==> config.mk <==
export PLATFORM = sky130hd
export DESIGN_NAME = uart_receiver
export DESIGN_NICKNAME = d
export VERILOG_FILES = /design/src/rtl/uart_receiver_pkg.sv /design/src/rtl/uart_receiver_sync_2ff.sv /design/src/rtl/uart_receiver.sv
export SDC_FILE = /design/constraint.sdc
export NUM_CORES = 1
export LEC_CHECK = 0
export CORE_MARGIN = 5
export CORE_UTILIZATION = 50
export CTS_CLUSTER_DIAMETER = 150
export DETAILED_ROUTE_END_ITERATION = 10
export PLACE_DENSITY = 0.72
export SYNTH_ARGS = -nofsm -noshare
export SYNTH_HDL_FRONTEND = slang
export SYNTH_SLANG_ARGS = --single-unit
==> constraint.sdc <==
create_clock -name clk -period 2.8 [get_ports clk]
set_input_delay 0.7 -clock clk [delete_from_list [all_inputs] [get_ports clk]]
set_output_delay 0.7 -clock clk [all_outputs]
set_load 0.03 [all_outputs]
==> src/rtl/uart_receiver_pkg.sv <==
// Shared UART definitions: FSM state encoding, 8N1 line levels and the baud-count helper.
// The receiver uses them today; a future transmitter can import the same package.
package uart_receiver_pkg;

    typedef enum logic [2:0] {
        ST_IDLE      = 3'd0,
        ST_START     = 3'd1,
        ST_DATA      = 3'd2,
        ST_STOP      = 3'd3,
        ST_WAIT_HIGH = 3'd4
    } rx_state_t;

    localparam logic LINE_IDLE_LEVEL  = 1'b1;
    localparam logic FRAME_START_LEVEL = 1'b0;
    localparam logic FRAME_STOP_LEVEL  = 1'b1;

    // Whole core clocks per serial bit; the fractional part is dropped.
    function automatic int baud_clocks(input int clock_freq, input int baud_rate);
        return clock_freq / baud_rate;
    endfunction

endpackage

==> src/rtl/uart_receiver_sync_2ff.sv <==
// Two-flop synchronizer for a single asynchronous input pin, with a selectable reset level.
module sync_2ff #(
    parameter logic RESET_VAL = 1'b1
) (
    input  logic clk,
    input  logic rst_n,
    input  logic d,
    output logic q
);

    logic meta;

    always_ff @(posedge clk or negedge rst_n) begin
        if (!rst_n) begin
            meta <= RESET_VAL;
            q    <= RESET_VAL;
        end else begin
            meta <= d;
            q    <= meta;
        end
    end

endmodule

==> src/rtl/uart_receiver.sv <==
// 8N1 UART receive front end: mid-bit sampling FSM feeding a one-byte holding register
// presented over a valid/ready handshake, with framing-error pulse and sticky overrun.
//
// state      | meaning
// IDLE       | line idle, waiting for a low level on rx
// START      | counting to the middle of the start bit to reject glitches
// DATA       | sampling payload bits mid-bit, LSB first
// STOP       | sampling the stop bit mid-bit
// WAIT_HIGH  | after a framing error, waiting for the line to return high
module uart_receiver
    import uart_receiver_pkg::*;
#(
    parameter int CLOCK_FREQ = 50_000_000,
    parameter int BAUD_RATE  = 115_200,
    parameter int DATA_BITS  = 8
) (
    input  logic                 clk,
    input  logic                 rst_n,
    input  logic                 serial_in,
    output logic [DATA_BITS-1:0] data_out,
    output logic                 data_out_valid,
    input  logic                 data_out_ready,
    output logic                 framing_error,
    output logic                 overrun
);

    localparam int CLOCKS_PER_BIT = baud_clocks(CLOCK_FREQ, BAUD_RATE);
    localparam int CNT_W          = $clog2(CLOCKS_PER_BIT);
    localparam int BIT_W          = (DATA_BITS > 1) ? $clog2(DATA_BITS) : 1;

    localparam logic [CNT_W-1:0] CNT_FULL = CNT_W'(CLOCKS_PER_BIT - 1);
    localparam logic [CNT_W-1:0] CNT_HALF = CNT_W'(CLOCKS_PER_BIT / 2 - 1);
    localparam logic [BIT_W-1:0] BIT_LAST = BIT_W'(DATA_BITS - 1);

    logic                 rx;
    rx_state_t            state;
    logic [CNT_W-1:0]     cnt;
    logic [BIT_W-1:0]     bit_idx;
    logic [DATA_BITS-1:0] shift;

    logic sample_tick;
    logic byte_done;
    logic handshake;
    logic overrun_set;

    sync_2ff #(
        .RESET_VAL (LINE_IDLE_LEVEL)
    ) u_sync_rx (
        .clk   (clk),
        .rst_n (rst_n),
        .d     (serial_in),
        .q     (rx)
    );

    assign sample_tick = (cnt == '0);
    assign byte_done   = (state == ST_STOP) && sample_tick && (rx == FRAME_STOP_LEVEL);
    assign handshake   = data_out_valid && data_out_ready;
    assign overrun_set = byte_done && data_out_valid && !data_out_ready;

    always_ff @(posedge clk or negedge rst_n) begin
        if (!rst_n) begin
            state         <= ST_IDLE;
            cnt           <= '0;
            bit_idx       <= '0;
            shift         <= '0;
            framing_error <= 1'b0;
        end else begin
            framing_error <= 1'b0;
            case (state)
                ST_IDLE: begin
                    if (rx == FRAME_START_LEVEL) begin
                        state <= ST_START;
                        cnt   <= CNT_HALF;
                    end
                end
                ST_START: begin
                    if (sample_tick) begin
                        if (rx != FRAME_START_LEVEL) begin
                            state <= ST_IDLE;
                        end else begin
                            state   <= ST_DATA;
                            bit_idx <= '0;
                            cnt     <= CNT_FULL;
                        end
                    end else begin
                        cnt <= cnt - 1'b1;
                    end
                end
                ST_DATA: begin
                    if (sample_tick) begin
                        shift <= {rx, shift[DATA_BITS-1:1]};
                        cnt   <= CNT_FULL;
                        if (bit_idx == BIT_LAST) begin
                            state <= ST_STOP;
                        end else begin
                            bit_idx <= bit_idx + 1'b1;
                        end
                    end else begin
                        cnt <= cnt - 1'b1;
                    end
                end
                ST_STOP: begin
                    if (sample_tick) begin
                        if (rx == FRAME_STOP_LEVEL) begin
                            state <= ST_IDLE;
                        end else begin
                            framing_error <= 1'b1;
                            state         <= ST_WAIT_HIGH;
                        end
                    end else begin
                        cnt <= cnt - 1'b1;
                    end
                end
                ST_WAIT_HIGH: begin
                    // A held-low line (break) parks here; start detection resumes only from IDLE.
                    if (rx == LINE_IDLE_LEVEL) begin
                        state <= ST_IDLE;
                    end
                end
                default: begin
                    state <= ST_IDLE;
                end
            endcase
        end
    end

    // A byte landing in the same cycle as a handshake replaces the consumed one seamlessly.
    always_ff @(posedge clk or negedge rst_n) begin
        if (!rst_n) begin
            data_out       <= '0;
            data_out_valid <= 1'b0;
            overrun        <= 1'b0;
        end else begin
            if (byte_done && (!data_out_valid || handshake)) begin
                data_out       <= shift;
                data_out_valid <= 1'b1;
            end else if (handshake) begin
                data_out_valid <= 1'b0;
            end

            if (overrun_set) begin
                overrun <= 1'b1;
            end else if (handshake) begin
                overrun <= 1'b0;
            end
        end
    end

endmodule

# Word-level counts from Yosys, hierarchy flattened

Index checks and enable logic that the tools add are counted.

Register bits: 36
Input bits: 4
Output and inout port bits: 11
Logic and storage cells: 72

Add/sub/neg operators: 2
Eq/ne operators: 15
Muxes and demuxes: 26
Reduce and logical (&&, ||, !) cells: 19

Operator list:

| cell                                                   | number |
|---|---|
| two-way mux 9 bit                                      | 5 |
| one-hot mux 9 bit (4 select lines)                     | 1 |
| two-way mux 3 bit                                      | 11 |
| inequality test 2 bit (second input constant)          | 8 |
| one-hot mux 3 bit (5 select lines)                     | 1 |
| zero test 9 bit                                        | 1 |
| subtractor 9 x 1 -> 9 bit (second input constant)      | 1 |
| equality test 3 x 2 -> 1 bit (second input constant)   | 2 |
| equality test 3 bit (second input constant)            | 2 |
| logical AND 1 bit                                      | 6 |
| two-way mux 1 bit                                      | 6 |
| one-hot mux 3 bit (2 select lines)                     | 1 |
| AND reduction 6 bit                                    | 1 |
| nonzero test 2 bit                                     | 3 |
| AND reduction 5 bit                                    | 1 |
| AND reduction 4 bit                                    | 1 |
| nonzero test 4 bit                                     | 1 |
| adder 3 x 1 -> 3 bit (second input constant)           | 1 |
| equality test 3 x 1 -> 1 bit (second input constant)   | 1 |
| zero test 3 bit                                        | 1 |
| inequality test 3 bit (second input constant)          | 1 |
| zero test 1 bit                                        | 2 |
| two-way mux 2 bit                                      | 1 |
| inequality test 2 x 1 -> 1 bit (second input constant) | 1 |
| 2 further kinds                                        | 2 |

# Longest topological paths before layout

Gate-level depths: netlist of the first run.

Depth in word-level cells: 6
Gate-level depth with buffers: 7

# Cells and area by module

Synthesis of the first run repeated with hierarchy kept, for this count alone.

Cells, all modules: 162
Area, all modules: 1853.0 um^2

By module, submodules not included:

| module        | instances | cells each | area each (um^2) | seq. area each (um^2) |
|---|---|---|---|---|
| uart_receiver | 1         | 160        | 1800.5           | 850.8 |
| sync_2ff      | 1         | 2          | 52.6             | 52.6 |

# Worst setup path before layout of the first run

No wires, ideal clock.

Path type: register to register
Start: reg cnt[0]
End: reg bit_idx[1]
Arrival: 1.863 ns
Slack: 0.816 ns
Cell stages (with the launch flop): 8
Path buffers: 1
Period minus slack after synthesis: 1.984 ns
Cells stage by stage: dfrtp_1 -> inv_1 -> ha_1 -> nor4b_4 -> nand2_2 -> buf_2 -> or4_4 -> a22o_1

Word-level cells in the longest chain between the ends: 3

Ends and longest elaborated chain:

| what                                   | RTL line             | text |
|---|---|---|
| start: declaration                     | uart_receiver.sv:37  | `logic [CNT_W-1:0] cnt;` |
| start signal: assignment               | uart_receiver.sv:86  | `cnt <= cnt - 1'b1;` |
| start signal: assignment               | uart_receiver.sv:99  | `cnt <= cnt - 1'b1;` |
| start signal: assignment               | uart_receiver.sv:111 | `cnt <= cnt - 1'b1;` |
| zero test 9 bit *                      | uart_receiver.sv:55  | `assign sample_tick = (cnt == '0);` |
| inequality test 2 bit (no source line) | --                   |  |
| AND reduction 5 bit (no source line) * | --                   |  |
| end signal: assignment                 | uart_receiver.sv:96  | `bit_idx <= bit_idx + 1'b1;` |
| end: declaration                       | uart_receiver.sv:38  | `logic [BIT_W-1:0] bit_idx;` |

Mark *: on every way between the ends. The rest lies on a longest branch, timed or not.
A chain may end at the register's enable or synchronous reset.

# Worst setup path in the final report of the first run

Start: reg cnt[0]
End: reg cnt[7]

Word-level cells in the longest chain between the ends: 3

Ends and longest elaborated chain:

| what                                                                      | RTL line             | text |
|---|---|---|
| subtractor 9 x 1 -> 9 bit or zero test 9 bit (tied branches)              | --                   |  |
| two-way mux 9 bit, or another cell as far along                           | uart_receiver.sv:103 | `if (sample_tick) begin` |
| one-hot mux 9 bit (4 select lines) or AND reduction 4 bit (tied branches) | --                   |  |

Several ways; a longest one is shown, not always the timed one. The select of a mux whose other input is x is not followed.

==> results of run 1 <==
-- state kept, by name, indices dropped and copies added, names as in the netlist, 3 cells and up --
name,count
state,3
cnt,9
data_out,8
shift,8
bit_idx,3
-- critical path, stage by stage, from the launching register on --
cell	delay, ns
dfrtp_1	0.42
inv_1	0.09
ha_1	0.18
nor4b_4	0.29
nand2_2	0.21
o41ai_2	0.67
a221oi_1	0.19
-- per-layer routing --
layer / track usage, % / wire length (um)
met5: 0 / 0
met4: 7.20 / 36
met3: 4.43 / 138
met2: 25.4 / 1570
met1: 20.8 / 1430
-- how the worst max path moves through the flow --
| stage | from | to | slack, ns | cells past startpoint |
|---|---|---|---|---|
| 3_3_place_gp | data_out_ready | data_out[7] | 0.73 | 4 |
| 5_1_grt | cnt[0] | cnt[7] | 0.42 | 6 |
| 4_1_cts | cnt[0] | cnt[7] | 0.60 | 6 |
| 2_1_floorplan | cnt[0] | bit_idx[1] | 0.82 | 7 |
| 3_5_place_dp | cnt[0] | cnt[6] | 0.62 | 6 |
| 6_report | cnt[0] | cnt[7] | 0.60 | 6 |
-- report_power, final --
group	internal, mW	leakage, nW	switching [mW]	total, mW
clock network	0.187	0.0422	0.166	0.354
registers	0.523	0.477	0.00291	0.526
logic	0.00801	0.390	0.0151	0.0231
total	0.719	0.909	0.184	0.903
-- logic make-up (layout without fill, tap and decap cells) --
family,Yosys count,count (layout)
compound gates,39,39
simple gates,35,35
buf+inv,12,29
xor+xnor,1,1
fa+ha+maj,3,3
flops,36,36
mux,17,17
-- stage by stage --
stage | util [%] | instance area, um^2
2_1_floorplan | - | 1710
3_3_place_gp | 57.1 | 1890
3_5_place_dp | 57.1 | 1890
4_1_cts | 59.4 | 1970
5_1_grt | 59.4 | 1970
6_report | 59.4 | 1970
-- cell usage in the layout (no fill, tap or decap), drive strengths merged, types with 2 or more instances in the layout --
| cell type | instances |
|---|---|
| inv | 5 |
| nand4 | 2 |
| or3 | 2 |
| nor2b | 2 |
| nor3b | 2 |
| dfstp | 2 |
| clkbuf | 6 |
| nor2 | 6 |
| and2 | 2 |
| a21oi | 6 |
| ha | 3 |
| a211oi | 2 |
| nand2b | 2 |
| o31ai | 2 |
| nor3 | 3 |
| a21boi | 2 |
| nor4 | 5 |
| a22o | 2 |
| o41ai | 2 |
| a31oi | 2 |
| o21ai | 8 |
| a21o | 4 |
| nand2 | 4 |
| buf | 2 |
| mux2 | 16 |
| clkdlybuf4s50 | 14 |
| dfrtp | 34 |
-- final cells by class --
cell class              instances  area [um^2]
fillers                       295         1350
flip-flops and latches         36          903
multi-input cells              95          754
repair buffers                 16          155
well taps                      46         57.6
clock buffers                   6         41.3
clock inverters                 2         35.0
inverters                       5         18.8
==> reports/qor.yml, run 1 <==
yosys:
  synth_top_cell_area_share_pct: 49.9
  post_synth_mux_area_share_pct: 11.2
  ys_ff_latch: 36
  synth_top_family_by_area: "compound AO/OA/AOI/OAI gates"
  synthCells: 143
  synth-edff-count: 0
  synthFlopType: "dfrtp_1"
  syn_avg_cell_area_um2: 11.9
  async_flop_share_pct: 100
  synthTopCellsByCount: "34 x dfrtp_1, 16 x mux2_2, 8 x o21ai_0"
  synth_warnings: 0
  synthAdderAreaFrac_pct: 2.20
  syn-num-nets: 150
  synth_xor_area_share_pct: 0.514
  yosysUniqueCellTypes: 46
  synthTopCellsByArea: "dfrtp_1 50%, mux2_2 11%, dfstp_2 3.1%, o21ai_0 2.3%, ha_1 2.2%"
  netlist_area_um2: 1710
  synth_top_cell_by_area: "dfrtp_1"
  seq_area_frac_synth_pct: 53.0
  synthSimpleGateAreaFrac_pct: 14.1
  synthMostInstantiatedCell: "dfrtp_1"
  synth_compound_area_share_pct: 16.3
clocking:
  cts.htree.levels: 2
  cts_sinks: 36
  cts_tree: "done"
  cts_resized: 0
  cts_buffer_depth: 2
  postCtsHoldBufs: 0
  root_buffer: "clkbuf_4"
  cts_buffers: 5
  clk_pin_slew_worst_paths_ns: 0.11
  clk_latency_ns: 0.33
  post_cts_buffers: 0
die:
  die_w_um: 68.4
  ios: 15
  core-area_um2: 3310
  dieArea_um2: 4680
  die_h_um: 68.4
  row_count: 21
  start_util_pct: 51.5
place:
  place_congestion: 0.867
  post-place-ws_ns: 0.623
  placed_cells: 198
  port_buffers: 14
  dp_hpwl_mm: 2.27
worst_hold_path:
  hold_class: "flop to flop"
  min_path_cells: 0
  min_to: "u_sync_rx.q"
  min_from: "u_sync_rx.meta"
sta:
  finalCriticalPeriod_ns: 2.20
  setup_ws_ns: 0.595
  timing.fmax_mhz: 454
  drv_slew: 0
  fin_setup_tns_ns: 0
  maxSlewHeadroom_pct: 54.0
  worst_pin_slew_ns: 0.683
  post-route-period-util_pct: 78.7
  hold_ws_ns: 0.364
  finalHoldViolCount: 0
  fin_skew_ns: 0.00926
  rsz0062_at_grt: "false"
  timing.final.setup_violations: 0
pwr:
  power.total_mw: 0.903
  leakagePower_nw: 0.909
  peakVddDrop_uv: 263
  p_per_area_nw_per_um2: 459
global_route:
  grt_pass1_vias: 1250
  globalRouteTotalUtil_pct: 16.2
  grt_pass1_wl_mm: 5.58
  grt_max_degree: 37
  gr-total-overflow: 0
  grt_antenna_before_repair: 0
critical_path:
  cp-start-kind: "flop"
  endpoint_kind: "flop"
  critPathRequiredTime_ns: 2.98
  ff2ff_setup_slack_ns: 0.60
  crit_arrival_ns: 2.39
  reg2reg_to: "cnt[7]"
  r2r-start: "cnt[0]"
  worstSetupPathType: "flop to flop"
  crit_fanout: 11
  r2r_cells: 6
drt:
  vias: 1198
  routed_via_density: 5.82
  drtAntennaViolNets: 0
  detail_route.wl_per_cell_um: 15.4
  routed_wl_mm: 3.17
  first_pass_iters: 4
  drt-initial-drc-count: 90
  drc: 0
cells_and_area:
  syn2layout_area_growth_pct: 15.3
  fin_cells: 206
  layout-drive-gt1-share_pct: 21.3
  final_nets: 166
  antenna_cells: 0
run:
  cap_viol_max_count: 0
run_status:
  status: "finished, final reports clean"
(Power assumes the default switching activity.)
==> run 2, diff against run 1 <==
==> constraint.sdc (replaced) <==
create_clock -name clk -period 2.3 [get_ports clk]
set_input_delay 0.575 -clock clk [delete_from_list [all_inputs] [get_ports clk]]
set_output_delay 0.575 -clock clk [all_outputs]
set_load 0.03 [all_outputs]
==> reports/qor.yml, run 2 (synthesis gave the netlist of run 1 again) <==
drt:
  met1_length_mm: 1.53
  routed_wl_mm: 3.33
  wl_met3_um: 139
  vias: 1224
  top_layer: "met4"
  detail_route.wl_per_cell_um: 15.9
  drtAntennaViolNets: 0
  drt-initial-drc-count: 56
  first_pass_iters: 5
  routed_via_density: 5.86
  drc: 0
  wl_met2_mm: 1.62
clocking:
  post_cts_buffers: 0
  cts_resized: 0
  cts_tree: "done"
  cts.htree.levels: 2
  cts_buffers: 5
  postCtsHoldBufs: 0
  clk_latency_ns: 0.34
  root_buffer: "clkbuf_4"
  cts_buffer_depth: 2
  cts_sinks: 36
  clk_pin_slew_worst_paths_ns: 0.11
sta:
  fin_setup_tns_ns: 0
  worst_pin_slew_ns: 0.597
  rsz0062_at_grt: "false"
  fin_skew_ns: 0.0165
  post-route-period-util_pct: 91.6
  timing.fmax_mhz: 474
  finalCriticalPeriod_ns: 2.11
  finalHoldViolCount: 0
  maxSlewHeadroom_pct: 60.1
  hold_ws_ns: 0.361
  drv_slew: 0
  timing.final.setup_violations: 0
run:
  cap_viol_max_count: 0
critical_path:
  cp-start-kind: "flop"
  endpoint_kind: "flop"
  critPathRequiredTime_ns: 2.54
  crit_arrival_ns: 2.35
  worstSetupPathType: "flop to flop"
  crit_fanout: 11
run_status:
  status: "finished, final reports clean"
cells_and_area:
  top_register: "cnt"
  layout_commonest_cell: "dfrtp_1"
  largest_register_ffs: 9
  fin_cells: 209
  layout-drive-gt1-share_pct: 22.7
  largest_registers: "cnt x9, data_out x8, shift x8"
  syn2layout_area_growth_pct: 16.6
  layout_common_cells: "34 x dfrtp_1, 16 x mux2_2, 14 x clkdlybuf4s50_1, 8 x o21ai_0"
  fin_util_pct: 60.1
  antenna_cells: 0
  final_nets: 169
  stdcell_area_um2: 1990
  fill_cells: 298
worst_hold_path:
  hold_class: "flop to flop"
place:
  placed_cells: 201
  port_buffers: 14
  place_congestion: 0.957
  placed_area_um2: 1910
  dp_hpwl_mm: 2.33
pwr:
  p_per_area_nw_per_um2: 554
  peakVddDrop_uv: 320
  leakagePower_nw: 0.924
global_route:
  globalRouteTotalUtil_pct: 16.8
  grt_pass1_vias: 1215
  gr-total-overflow: 0
  grt_max_degree: 37
  grt_antenna_before_repair: 0
  grt_pass1_wl_mm: 5.78
die:
  core-area_um2: 3310
  ios: 15
  row_count: 21
  die_h_um: 68.4
  dieArea_um2: 4680
  die_w_um: 68.4
  start_util_pct: 51.5
-- run 2: cell types whose count changed in the layout (fill, tap and decap cells not counted) --
cell	change
buf_4	+3
-- run 2: routing by layer --
| metal | global-route usage (%) | vias up |
|---|---|---|
| li1 | - | 576 |
| met1 | 22.6 | 611 |
| met2 | 25.7 | 31 |
| met3 | 4.27 | 6 |
| met4 | 6.70 | 0 |
| met5 | 0 | - |
-- run 2: cell type report --
type | count | area [um^2] | share of cell area [%]
Clock inverter | 2 | 35.0 | 1.76
Timing Repair Buffer | 19 | 178 | 8.94
Clock buffer | 6 | 41.3 | 2.08
Tap cell | 46 | 57.6 | 2.89
Multi-Input combinational cell | 95 | 754 | 37.9
Sequential cell | 36 | 903 | 45.4
Inverter | 5 | 18.8 | 0.944
-- run 2: power breakdown --
part	total [mW]	switching, mW	internal, mW	leakage, nW
clock	0.433	0.205	0.228	0.0422
combinational	0.0286	0.0189	0.00975	0.405
sequential	0.641	0.00361	0.637	0.477
-- run 2: worst max-delay path: stages (launching register included) --
cell	delay (ns)
dfrtp_1	0.41
inv_1	0.09
ha_1	0.19
nor4b_4	0.30
nand2_2	0.22
or4_4	0.57
a22o_1	0.24
-- run 2: worst paths after layout --
kind / slack [ns] / end / from / cells past startpoint
setup reg to reg: 0.19 / bit_idx[1] / cnt[0] / 6
hold reg to reg: 0.36 / u_sync_rx.q / u_sync_rx.meta / 0
min in group asynchronous: 0.63 / cnt[5] / rst_n / 2
setup / recovery: 0.19 / bit_idx[1] / cnt[0] / 6
max in group asynchronous: 1.29 / u_sync_rx.q / rst_n / 2
hold / removal: 0.36 / u_sync_rx.q / u_sync_rx.meta / 0
-- run 2: through the flow --
stage	power, mW	worst slack (ns)
6_report	1.10	0.192
5_1_grt	1.15	0.0825
4_1_cts	1.12	0.187
3_5_place_dp	0.683	0.206
3_3_place_gp	0.682	0.294
2_1_floorplan	0.659	0.316
